==> src/rtl/fetch_unit.sv <==
// fetch_unit: RV32I instruction fetch stage.
// Owns the PC and issues word requests to a one-cycle-latency instruction memory.
// Returned words are queued with their PCs for decode, which drains the queue
// through a valid/ready handshake. Execute redirects the stream with a one-cycle pulse.
// Optional build macro FETCH_MISALIGN_CHECK_EN: a misaligned redirect halts fetch
// and pulses misalign_err. Without it, the low target bits are dropped.
module fetch_unit #(
    parameter logic [31:0] RESET_PC = 32'h0000_0000,
    parameter int          DEPTH    = 2
) (
    input  logic        clk,
    input  logic        rst,
    output logic        imem_req,
    output logic [31:0] imem_addr,
    input  logic [31:0] imem_rdata,
    input  logic        redirect_valid,
    input  logic [31:0] redirect_pc,
    output logic        instr_valid,
    output logic [31:0] instr,
    output logic [31:0] instr_pc,
    input  logic        instr_ready,
    output logic        misalign_err
);
    localparam int PW = (DEPTH > 1) ? $clog2(DEPTH) : 1;
    localparam int CW = PW + 1;

    logic [31:0]   pc;
    logic          inflight;
    logic [31:0]   inflight_pc;
    logic [31:0]   q_instr [DEPTH];
    logic [31:0]   q_pc    [DEPTH];
    logic [PW-1:0] rd_ptr;
    logic [PW-1:0] wr_ptr;
    logic [CW-1:0] count;
    logic          halted;
    logic          pop;
    logic          push;
    logic [CW:0]   occupancy;
    logic [31:0]   target_pc;

    // The target is always word aligned. A misaligned target is caught
    // separately when the check is built in.
    assign target_pc = {redirect_pc[31:2], 2'b00};

    assign instr_valid = (count != '0);
    assign instr       = q_instr[rd_ptr];
    assign instr_pc    = q_pc[rd_ptr];
    assign imem_addr   = pc;

    assign pop  = instr_valid & instr_ready & ~redirect_valid;
    assign push = inflight & ~redirect_valid;

    // A slot already held by an outstanding response counts as used. A slot
    // freed by this cycle's pop can be reused immediately, which gives
    // 1/cycle even at DEPTH=2.
    assign occupancy = {1'b0, count} + (CW+1)'(inflight) - (CW+1)'(pop);
    assign imem_req  = ~rst & ~redirect_valid & ~halted & (occupancy < (CW+1)'(DEPTH));

`ifdef FETCH_MISALIGN_CHECK_EN
    logic target_bad;
    assign target_bad = (redirect_pc[1:0] != 2'b00);

    // Halt on a misaligned redirect. Only a later aligned redirect resumes
    // fetch. The error flag pulses for one cycle after the redirect.
    always_ff @(posedge clk or posedge rst) begin
        if (rst) begin
            halted       <= 1'b0;
            misalign_err <= 1'b0;
        end else begin
            misalign_err <= redirect_valid & target_bad;
            if (redirect_valid)
                halted <= target_bad;
        end
    end
`else
    logic pc_lsb_unused;
    assign pc_lsb_unused = ^redirect_pc[1:0];
    assign halted        = 1'b0;
    assign misalign_err  = 1'b0;
`endif

    // PC, outstanding-request tracking and queue bookkeeping. A redirect
    // overrides everything else in its cycle.
    always_ff @(posedge clk or posedge rst) begin
        if (rst) begin
            pc          <= RESET_PC;
            inflight    <= 1'b0;
            inflight_pc <= '0;
            rd_ptr      <= '0;
            wr_ptr      <= '0;
            count       <= '0;
        end else if (redirect_valid) begin
            pc       <= target_pc;
            inflight <= 1'b0;
            rd_ptr   <= '0;
            wr_ptr   <= '0;
            count    <= '0;
        end else begin
            if (imem_req) begin
                pc          <= pc + 32'd4;
                inflight_pc <= pc;
            end
            inflight <= imem_req;
            if (push)
                wr_ptr <= wr_ptr + PW'(1);
            if (pop)
                rd_ptr <= rd_ptr + PW'(1);
            count <= count + CW'(push) - CW'(pop);
        end
    end

    // Queue storage. It is cleared on reset so that the head reads as zero
    // until the first push.
    always_ff @(posedge clk or posedge rst) begin
        if (rst) begin
            for (int i = 0; i < DEPTH; i++) begin
                q_instr[i] <= '0;
                q_pc[i]    <= '0;
            end
        end else if (push) begin
            q_instr[wr_ptr] <= imem_rdata;
            q_pc[wr_ptr]    <= inflight_pc;
        end
    end
endmodule

==> config.mk <==
export PLATFORM = sky130hd
export DESIGN_NAME = fetch_unit
export DESIGN_NICKNAME = d
export VERILOG_FILES = /design/src/rtl/fetch_unit.sv
export SDC_FILE = /design/constraint.sdc
export NUM_CORES = 1
export LEC_CHECK = 0
export CAP_MARGIN = 25
export CORE_AREA = 3 3 223 138
export CTS_BUF_LIST = sky130_fd_sc_hd__clkbuf_4 sky130_fd_sc_hd__clkbuf_8
export CTS_CLUSTER_DIAMETER = 50
export DETAILED_ROUTE_END_ITERATION = 10
export DIE_AREA = 0 0 226 141
export GPL_TIMING_DRIVEN = 0
export PLACE_DENSITY = 0.52
export SYNTH_ARGS = -nofsm -noshare
export SYNTH_HDL_FRONTEND = slang
export SYNTH_SLANG_ARGS = --single-unit
export TNS_END_PERCENT = 1
==> constraint.sdc <==
create_clock -name clk -period 12.53 [get_ports clk]
set_input_delay 1.8795 -clock clk [delete_from_list [all_inputs] [get_ports clk]]
set_output_delay 1.8795 -clock clk [all_outputs]
set_load 0.01 [all_outputs]
==> run summary, run 1 <==
Max-slew headroom: 34.1%
Dpl hpwl: 17600 um
Number of synthesized flops with an enable pin: 0
Avg WL per Cell: 19.2 um
Leakage: 4.91 nW
Post_cts resized: 0
Vias: 6078
Number of port buffers: 159
Die Wd: 226 um
N_diodes: 0
RSZ-0062 raised after global routing: false
Core ar.: 28600 um2
Router iterations before antenna repair: 5
Critical Path Start: redirect_valid
H-tree Lvls: 4
CTS tree: built
DIE AREA: 31900 um2
PD cells: 207 nW/um2
Largest area contributor in the netlist: dfrtp_1
Synth warn: 0
Rows: 48
Setup Slack @ Placement: 4220 ps
Largest net degree at the start of global routing: 97
F_max: 0.120 GHz
Final period util: 66.5%
# hold bufs at CTS: 0
CTS Buf Count: 17
Post-Syn Area: 8620 um2
Cell Area, Placed: 10700 um2
Gr usage total: 16.1%
Post-route cell area: 11100 um2
Boundary pin count: 167
Maximum fanout along the worst path: 10
Status: finished clean
Initial core utilization: 30.1%
Layout cells sized above 1: 28.0%
Initial DRC count: 386
Clock sinks: 189
Clock skew: 14.6 ps
Antenna Violating Nets Remaining: 0
Final hold vios: 0
Top cells by count, synth: 189 x dfrtp_1, 184 x mux2_2, 111 x nand2_1
Initial antenna violation count: 0
Register area share after synthesis: 54.8%
Most instantiated library cell after synthesis: dfrtp_1
Chip Height: 141 um
# DRC: 0
Slew @ Worst Pin: 985 ps
FF+latch count, synth: 189
Final cell count without fillers: 1271
Mean Syn Cell Area: 12.3 um2
Number of global-route vias before repair: 6195
Post-CTS Repair Setup Buffers: 0
Setup Crit Path Kind: input port to output pin
Clk root buf: clkbuf_8
Post-Route WL: 24400 um
Final global-route overflow total: 0
Share of the synthesized area in the top cell type: 54.8%
Min Tclk post-route: 8330 ps
Dpl cells: 1239
Final WS setup: 4200 ps
Nets: 956
Clk buf depth: 2
HP Start: q_pc[29]
Clk slew on worst S/H paths: 90 ps
Cells after Synth: 700
Synth area leaders: dfrtp_1 55%, mux2_2 24%, nand2_1 4.8%, o21ai_0 1.1%, clkbuf_1 0.96%
CP required: 10650 ps
Peak supply drop: 0.0689 mV
Reg2reg start: count[1]
CP Capture Type: output pin
Max-cap viol count: 0
HP Class: register to register
Ys flop type: dfrtp_1
TNS Setup: 0 ps
WP data arrival: 6450 ps
Max Slew Vio Count: 0
Setup violators final: 0
Synth-to-layout area growth: 29.2%
Clk Latency, worst-skew pair: 470 ps
RePlAce Congestion: 0.794
FFs w/ async S/R, synth: 100%
DR vias/cell: 4.78
Cell variety after synth: 49
CP startpoint kind: input port
First-pass GRT wire length: 38600 um
[sequential cells by signal, summed over array words and instances, names as in the netlist]
signal	flops
imem_addr	30
wr_ptr	1
q_instr	64
rd_ptr	1
q_pc	60
count	2
inflight_pc	30
inflight	1
[cell type report]
cell class | instances | area (um2)
clock inverters | 11 | 130
plain buffers | 45 | 223
fillers | 2815 | 17500
multi-input cells | 459 | 3640
well taps | 375 | 469
repair buffers | 160 | 1620
clock buffers | 21 | 277
inverters | 11 | 50.0
flip-flops and latches | 189 | 4730
[per-layer routing]
metal / vias up / track usage (%) / part of all wire (%)
met5: - / 0 / 0
met4: 0 / 3.64 / 0.77
met3: 12 / 3.79 / 5.6
met2: 162 / 22.0 / 41
met1: 3070 / 25.3 / 53
li1: 2834 / - / -
[cells in the final DEF (no fill, tap or decap), types with 5 or more instances in the layout]
cell and instances:
dfrtp_1 189, mux2_2 184, clkdlybuf4s50_1 159, nand2_1 111, clkbuf_1 22, o21ai_0 19, clkbuf_8 19, nor2_1 17
nand3_1 15, buf_2 13, inv_1 9, a221o_1 8, nand4_1 7, nand2b_1 6, buf_4 6, o211ai_1 6
nand3b_1 5, o21ai_1 5, a21oi_1 5, conb_1 5
[cells by family after synthesis]
family                   after synthesis  synth area share (%)
AND/OR/NAND/NOR                      194                  11.4
flip-flops                           189                  54.8
multiplexers                         187                  24.4
AO/OA/AOI/OAI                         61                  4.76
buffers and inverters                 56                  3.08
XOR/XNOR                               7                 0.711
adder cells (fa/ha/maj)                5                 0.813
other                                  1                0.0435
[metrics by stage]
stage | utilization, % | hold WS, ps | total power [mW]
after floorplan | - | 444 | 1.47
after global placement | 37.3 | 471 | 1.89
after detailed placement | 37.5 | 479 | 1.90
after CTS | 38.9 | 501 | 2.34
after global routing | 38.9 | 526 | 2.47
final | 38.9 | 496 | 2.30
[worst paths after layout]
check                           slack (ps)  depth (start not counted)            end
worst min-delay path                   500                          2       q_pc[29]
worst max register to register        9020                         14  imem_addr[27]
min in group asynchronous             1930                          2       count[0]
worst min register to register         500                          2       q_pc[29]
max in group asynchronous             9640                          3    q_instr[57]
worst max-delay path                  4200                         14       imem_req
[worst max-delay path, cell delays in order]
cell	delay [ps]
clkdlybuf4s50_1	580
clkbuf_1	440
buf_1	580
nor2_1	170
ha_1	310
nand2b_1	150
fa_1	380
xor2_1	140
or4b_1	450
buf_2	180
buf_2	230
clkbuf_1	290
inv_1	110
clkdlybuf4s50_1	530
[report_power, final]
part	switching (mW)	internal, mW	total (mW)
logic	0.345	0.517	0.862
clock network	0.229	0.195	0.424
registers	0.161	0.855	1.02
Note: power is estimated with default switching activity, not from simulation.
==> inputs of run 2 (changes only) <==
- PLACE_DENSITY: 0.52 -> 0.53
- clock period: 12.53 -> 7.23 ns (I/O delays scaled with it)
==> run 2 against run 1 <==
Clock-buffer cell count is 1 lower. Flip-flop and latch count stayed put. Wire length is 1.1% higher. Register-to-register slack worse by 5300 ps. First-iteration DRC count is 5.7% lower. Global-route usage hardly changed. Core utilization is 0.10 points higher. Highest routed layer unchanged. Sequential power is 73% higher. Clock skew is 3.3 ps lower. Hold slack better by 4.5 ps. Final area is 0.26% higher. Largest power group unchanged. Critical endpoint unchanged. Sequential share of layout area is 0.11 points lower.
==> run summary, run 2 (synthesis results as in run 1) <==
Gr usage total: 16.0% (-0.028 points)
Maximum fanout along the worst path: 10 (unchanged)
CP Capture Type: output pin
Biggest register: q_instr
Peak supply drop: 0.164 mV (+140%)
HP Class: register to register
P_sw: 1.29 mW (+75%)
Core ar.: 28600 um2 (unchanged)
Largest net degree at the start of global routing: 102 (+5.2%)
Final WS setup: 532 ps (-3670 ps)
Commonest non-fill, non-tap cell in the layout: dfrtp_1
Setup violators final: 0 (unchanged)
RSZ-0062 raised after global routing: false
RePlAce Congestion: 0.832 (+4.7%)
Max Slew Vio Count: 0 (unchanged)
Clk Latency, worst-skew pair: 480 ps (about the same)
Setup Slack @ Placement: 530 ps (-3690 ps)
DIE AREA: 31900 um2 (unchanged)
Nets: 957 (+0.10%)
Final core utilization: 39.0% (+0.10 points)
Dpl hpwl: 17900 um (+1.5%)
Status: finished clean
Clk root buf: clkbuf_8
Vias: 6049 (-0.48%)
Final period util: 92.6%
Avg WL per Cell: 19.4 um (+0.96%)
Die Wd: 226 um (unchanged)
Initial antenna violation count: 0 (unchanged)
Layout cells sized above 1: 28.1% (+0.080 points)
Boundary pin count: 167 (unchanged)
Slew @ Worst Pin: 779 ps (-207 ps)
Antenna Violating Nets Remaining: 0 (unchanged)
Final hold vios: 0 (unchanged)
PD cells: 361 nW/um2 (+75%)
H-tree Lvls: 4 (unchanged)
Setup Crit Path Kind: input port to output pin
Commonest cells after routing, fill and taps aside: 189 x dfrtp_1, 184 x mux2_2, 159 x clkdlybuf4s50_1
Top Registers: q_instr x64, q_pc x60
Critical Path Start: redirect_valid
Min Tclk post-route: 6700 ps
Seq pwr share: 43.7% (-0.4 points)
Clock skew: 11.2 ps (-3.34 ps)
Clock sinks: 189 (unchanged)
Rows: 48 (unchanged)
Reg2reg start: count[1]
Sw Ratio: 31.9% (about the same)
# DRC: 0 (unchanged)
Clk slew on worst S/H paths: 90 ps (about the same)
Clock share of power: 18.9% (+0.5 points)
Clk buf depth: 2 (unchanged)
Synth-to-layout area growth: 29.5%
WP data arrival: 5610 ps (-840 ps)
Fillcell total: 2819 (+0.14%)
Initial DRC count: 364 (-5.7%)
Max-slew headroom: 48.1% (+14 points)
F_max: 0.149 GHz
Chip Height: 141 um (unchanged)
First-pass GRT wire length: 38700 um (+0.12%)
Number of global-route vias before repair: 6191 (-0.065%)
Max-cap viol count: 0 (unchanged)
CP required: 6150 ps (-4500 ps)
# hold bufs at CTS: 0 (unchanged)
Post-CTS Repair Setup Buffers: 0 (unchanged)
CP startpoint kind: input port
DR vias/cell: 4.75 (-0.63%)
Post-Route WL: 24700 um (+1.1%)
CTS Buf Count: 17 (unchanged)
Max FFs per register: 64 (unchanged)
Combinational power share: 37.4% (about the same)
Router iterations before antenna repair: 5 (unchanged)
Initial core utilization: 30.1% (unchanged)
CTS tree: built
Final global-route overflow total: 0 (unchanged)
Register area: 4730 um2 (unchanged)
Number of port buffers: 159 (unchanged)
HP Start: q_pc[19]
Internal power: 2.74 mW (+75%)
Multi-input gate area: 3640 um2 (unchanged)
Post_cts resized: 0 (unchanged)
Leakage: 4.92 nW (+0.19%)
## run 2: worst max-delay path: stages
cell	delay [ps]
clkdlybuf4s50_1	570
clkbuf_1	470
buf_1	530
nor2_1	150
ha_1	300
nand2b_1	150
fa_1	370
xor2_1	150
or4b_1	450
buf_2	180
buf_2	230
clkbuf_1	300
inv_1	120
clkdlybuf4s50_1	540
## run 2: power by group through the flow
stage / logic, mW / clock network, mW / registers, mW
after detailed placement: 1.52 / 0 / 1.78
after global placement: 1.51 / 0 / 1.77
after floorplan: 0.849 / 0 / 1.69
after global routing: 1.64 / 0.839 / 1.82
after CTS: 1.53 / 0.792 / 1.76
final: 1.51 / 0.760 / 1.76
## run 2: path summary, 6_finish.rpt
path                                  endpoint  slack [ps]  depth (start not counted)
worst max-delay path                  imem_req         530                         14
worst min-delay path                  q_pc[19]         500                          2
worst max register to register  inflight_pc[7]        3760                         14
worst min register to register        q_pc[19]         500                          2
max in group asynchronous             q_pc[17]        5140                          3
min in group asynchronous             count[0]        1150                          2
## run 2: through the flow
step	cells	hold WS (ps)	instance area (um2)	setup TNS (ps)	total power, mW
2_1_floorplan	704	444	8640	0	2.54
4_1_cts	1272	511	11200	0	4.09
3_3_place_gp	1238	471	10700	-379940	3.28
6_report	1273	500	11200	0	4.03
3_5_place_dp	1240	487	10700	0	3.30
5_1_grt	1272	524	11200	0	4.30
## run 2: per-layer routing
| metal | track usage [%] | share of wire [%] |
|---|---|---|
| met4 | 2.87 | 0.45 |
| met2 | 21.8 | 41 |
| met5 | 0 | 0 |
| met1 | 25.0 | 52 |
| met3 | 4.75 | 5.8 |
## run 2: layout make-up
class | count | area share [%]
sequential | 189 | 42.3
multi-input combinational | 459 | 32.6
timing repair buffer | 161 | 14.6
tap | 375 | 4.20
clock buffer | 20 | 2.35
buffer | 45 | 1.99
clock inverter | 12 | 1.42
inverter | 11 | 0.448
antenna | 1 | 0.0224
==> inputs of run 3 (changes only) <==
- ABC_AREA: unset -> 1
- CORE_AREA: 3 3 223 138 -> 3 3 228 141
- DIE_AREA: 0 0 226 141 -> 0 0 231 144
==> run 3 against run 2 <==
Non-clock buffer count rose by 14. Clock-buffer cell count rose by 1. Critical path type unchanged. Largest power group unchanged. Cell count rose by 41%.
==> run summary, run 3 <==
Chip Height: 144 um (+2.1%)
Metal3 WL: 1700 um (+19%)
Post_cts resized: 0 (unchanged)
Leakage: 5.66 nW (+15%)
Top Registers: q_instr x64, q_pc x60
CP required: 6150 ps (about the same)
Largest net degree at the start of global routing: 106 (+3.9%)
Final period util: 73.7% (-19 points)
RSZ-0062 raised after global routing: false
Maximum fanout along the worst path: 10 (unchanged)
Multi-input gate area: 3460 um2 (-5.0%)
# hold bufs at CTS: 0 (unchanged)
Ys flop type: dfrtp_1
Cells after Synth: 1189 (+70%)
H-tree Lvls: 4 (unchanged)
Worst reg2reg setup slack: 4010 ps (+250 ps)
Biggest register: q_instr
Peak supply drop: 0.119 mV (-28%)
Max-slew headroom: 49.3% (+1.2 points)
CP Capture Type: output pin
Mean Syn Cell Area: 7.58 um2 (-38%)
Layout cells sized above 1: 5.42% (-23 points)
N_diodes: 0 (-1)
Clk slew on worst S/H paths: 90 ps (about the same)
WP data arrival: 4250 ps (-1360 ps)
Dpl hpwl: 21400 um (+19%)
Top cells by count, synth: 482 x nand2_1, 189 x dfrtp_1, 129 x inv_1
Final global-route overflow total: 0 (unchanged)
Commonest cells after routing, fill and taps aside: 482 x nand2_1, 189 x dfrtp_1, 158 x clkdlybuf4s50_1
Post-Syn Area: 9020 um2 (+4.6%)
Max FFs per register: 64 (unchanged)
Nets: 1444 (+51%)
Die Wd: 231 um (+2.2%)
Most instantiated library cell after synthesis: nand2_1
Setup Slack @ Placement: 1920 ps (+1390 ps)
First-pass GRT wire length: 44700 um (+16%)
Initial core utilization: 30.1% (+0.038 points)
Post-route cell area: 11500 um2 (+3.1%)
Clk buf depth: 2 (unchanged)
CP max stage delay: 530 ps (-40 ps)
Router iterations before antenna repair: 5 (unchanged)
Routed met1 length: 15200 um (+17%)
Status: finished clean
Post-CTS Repair Setup Buffers: 0 (unchanged)
CTS Buf Count: 17 (unchanged)
Initial DRC count: 639 (+76%)
CP startpoint kind: input port
Seq pwr share: 44.1% (+0.4 points)
Buf+Inv Stages, Crit Path: 6 (-2)
CP Cell Sequence: clkdlybuf4s50_1 > nand2_1 > nor2_1 > ha_1 > inv_1 > nand2_1 > fa_1 > nand2_1 > nor2_1 > nand2_2 > buf_2 > buf_2 > inv_1 > clkdlybuf4s50_1
Max Slew Vio Count: 0 (unchanged)
# DRC: 0 (unchanged)
Sw Ratio: 37.1% (+5.2 points)
CTS tree: built
Slew @ Worst Pin: 761 ps (-17.5 ps)
Fillcell total: 3178 (+13%)
RePlAce Congestion: 0.913 (+9.8%)
Internal power: 2.48 mW (-9.5%)
Top sig layer: met4
Commonest non-fill, non-tap cell in the layout: nand2_1
Combinational power share: 38.4% (+1.0 points)
WL met2: 11800 um (+15%)
Clock skew: 13.8 ps (+2.60 ps)
FF+latch count, synth: 189 (unchanged)
DR vias/cell: 4.53 (-4.6%)
Largest area contributor in the netlist: dfrtp_1
Final WS setup: 1900 ps (+1370 ps)
CP delay by family, top: buffers and inverters
Initial antenna violation count: 0 (unchanged)
Min Tclk post-route: 5330 ps (-1370 ps)
Boundary pin count: 167 (unchanged)
Antenna Violating Nets Remaining: 0 (unchanged)
HP Class: register to register
Setup violators final: 0 (unchanged)
Cell Area, Placed: 11200 um2 (+3.9%)
Cell variety after synth: 29 (-41%)
Register area: 4730 um2 (unchanged)
Number of synthesized flops with an enable pin: 0 (unchanged)
Clk root buf: clkbuf_8
Core ar.: 29900 um2 (+4.4%)
DIE AREA: 33300 um2 (+4.4%)
Synth warn: 0 (unchanged)
CP max-delay cell: clkdlybuf4s50_1
Post-Route WL: 28800 um (+16%)
Share of the synthesized area in the top cell type: 52.4% (-2.4 points)
Rows: 49 (+2.1%)
Synth area leaders: dfrtp_1 52%, nand2_1 20%, o21ai_0 6.0%, inv_1 5.4%, nand3_1 3.4%
Number of port buffers: 158 (-0.63%)
Vias: 8115 (+34%)
Max-cap viol count: 0 (unchanged)
Final core utilization: 38.5% (-0.48 points)
Final hold vios: 0 (unchanged)
Number of global-route vias before repair: 7632 (+23%)
Clock sinks: 189 (unchanged)
Clk Latency, worst-skew pair: 480 ps (about the same)
Avg WL per Cell: 16.1 um (-17%)
FFs w/ async S/R, synth: 100% (unchanged)
Setup Crit Path Kind: input port to output pin
Synth-to-layout area growth: 27.8%
F_max: 0.188 GHz (+26%)
PD cells: 342 nW/um2 (-5.0%)
Clock share of power: 17.5% (-1.4 points)
Most common cell on crit path: nand2_1
Register area share after synthesis: 52.4% (-2.4 points)
P_sw: 1.46 mW (+14%)
Gr usage total: 17.5% (+1.5 points)
[run 3: cell count changes after synthesis, sizes merged, moves of 11 or more]
cell | before | now
nand4 | 12 | 1
nand3 | 15 | 62
nor2 | 18 | 72
mux2 | 184 | 0
nand2 | 111 | 484
o21ai | 24 | 158
inv | 10 | 130
[run 3: worst paths after layout]
kind,from,end,cells past startpoint
setup / recovery,instr_ready,imem_req,14
hold / removal,q_pc[62],q_pc[62],2
setup reg to reg,count[1],imem_addr[27],15
hold reg to reg,q_pc[62],q_pc[62],2
max in group asynchronous,rst,q_pc[58],3
min in group asynchronous,rst,q_instr[56],2
[run 3: worst min-delay path, delay by kind of cell (launching register included)]
kind             cells  cell delay, ps
AND/OR/NAND/NOR      1              60
AO/OA/AOI/OAI        1              50
flip-flops           1             350
[run 3: cell families after synthesis]
logic type      Yosys count  share of synthesized area, %
compound gates          176                          10.0
xor+xnor                  4                         0.389
fa+ha+maj                 5                         0.777
buf+inv                 192                          9.35
flops                   189                          52.4
other cells               1                        0.0416
simple gates            622                          27.0
[run 3: area by class of cell]
cell class / instances / share of cell area [%]
plain buffers: 61 / 3.01
multi-input cells: 812 / 30.0
repair buffers: 159 / 14.0
inverters: 131 / 4.38
clock buffers: 21 / 2.35
well taps: 408 / 4.43
flip-flops and latches: 189 / 41.1
clock inverters: 10 / 0.793
[run 3: power by group through the flow]
stage | combinational (mW) | clock (mW) | sequential, mW
detailed placement | 1.53 | 0 | 1.76
global placement | 1.51 | 0 | 1.75
global route | 1.71 | 0.752 | 1.79
finish | 1.52 | 0.689 | 1.74
floorplan | 0.804 | 0 | 1.71
CTS | 1.54 | 0.705 | 1.74
[run 3: per-stage QoR]
stage	hold WS, ps	setup TNS, ps	total power, mW	instances
2_1_floorplan	453	0	2.51	1193
3_3_place_gp	466	-450140	3.26	1759
3_5_place_dp	469	0	3.29	1760
4_1_cts	493	0	3.98	1791
5_1_grt	515	0	4.26	1791
6_report	490	0	3.94	1791
[run 3: metal layers]
layer / up-vias / GRT usage, %
met1: 3864 / 27.9
met2: 209 / 24.2
met3: 11 / 3.92
li1: 4031 / -
met4: 0 / 3.06
met5: - / 0
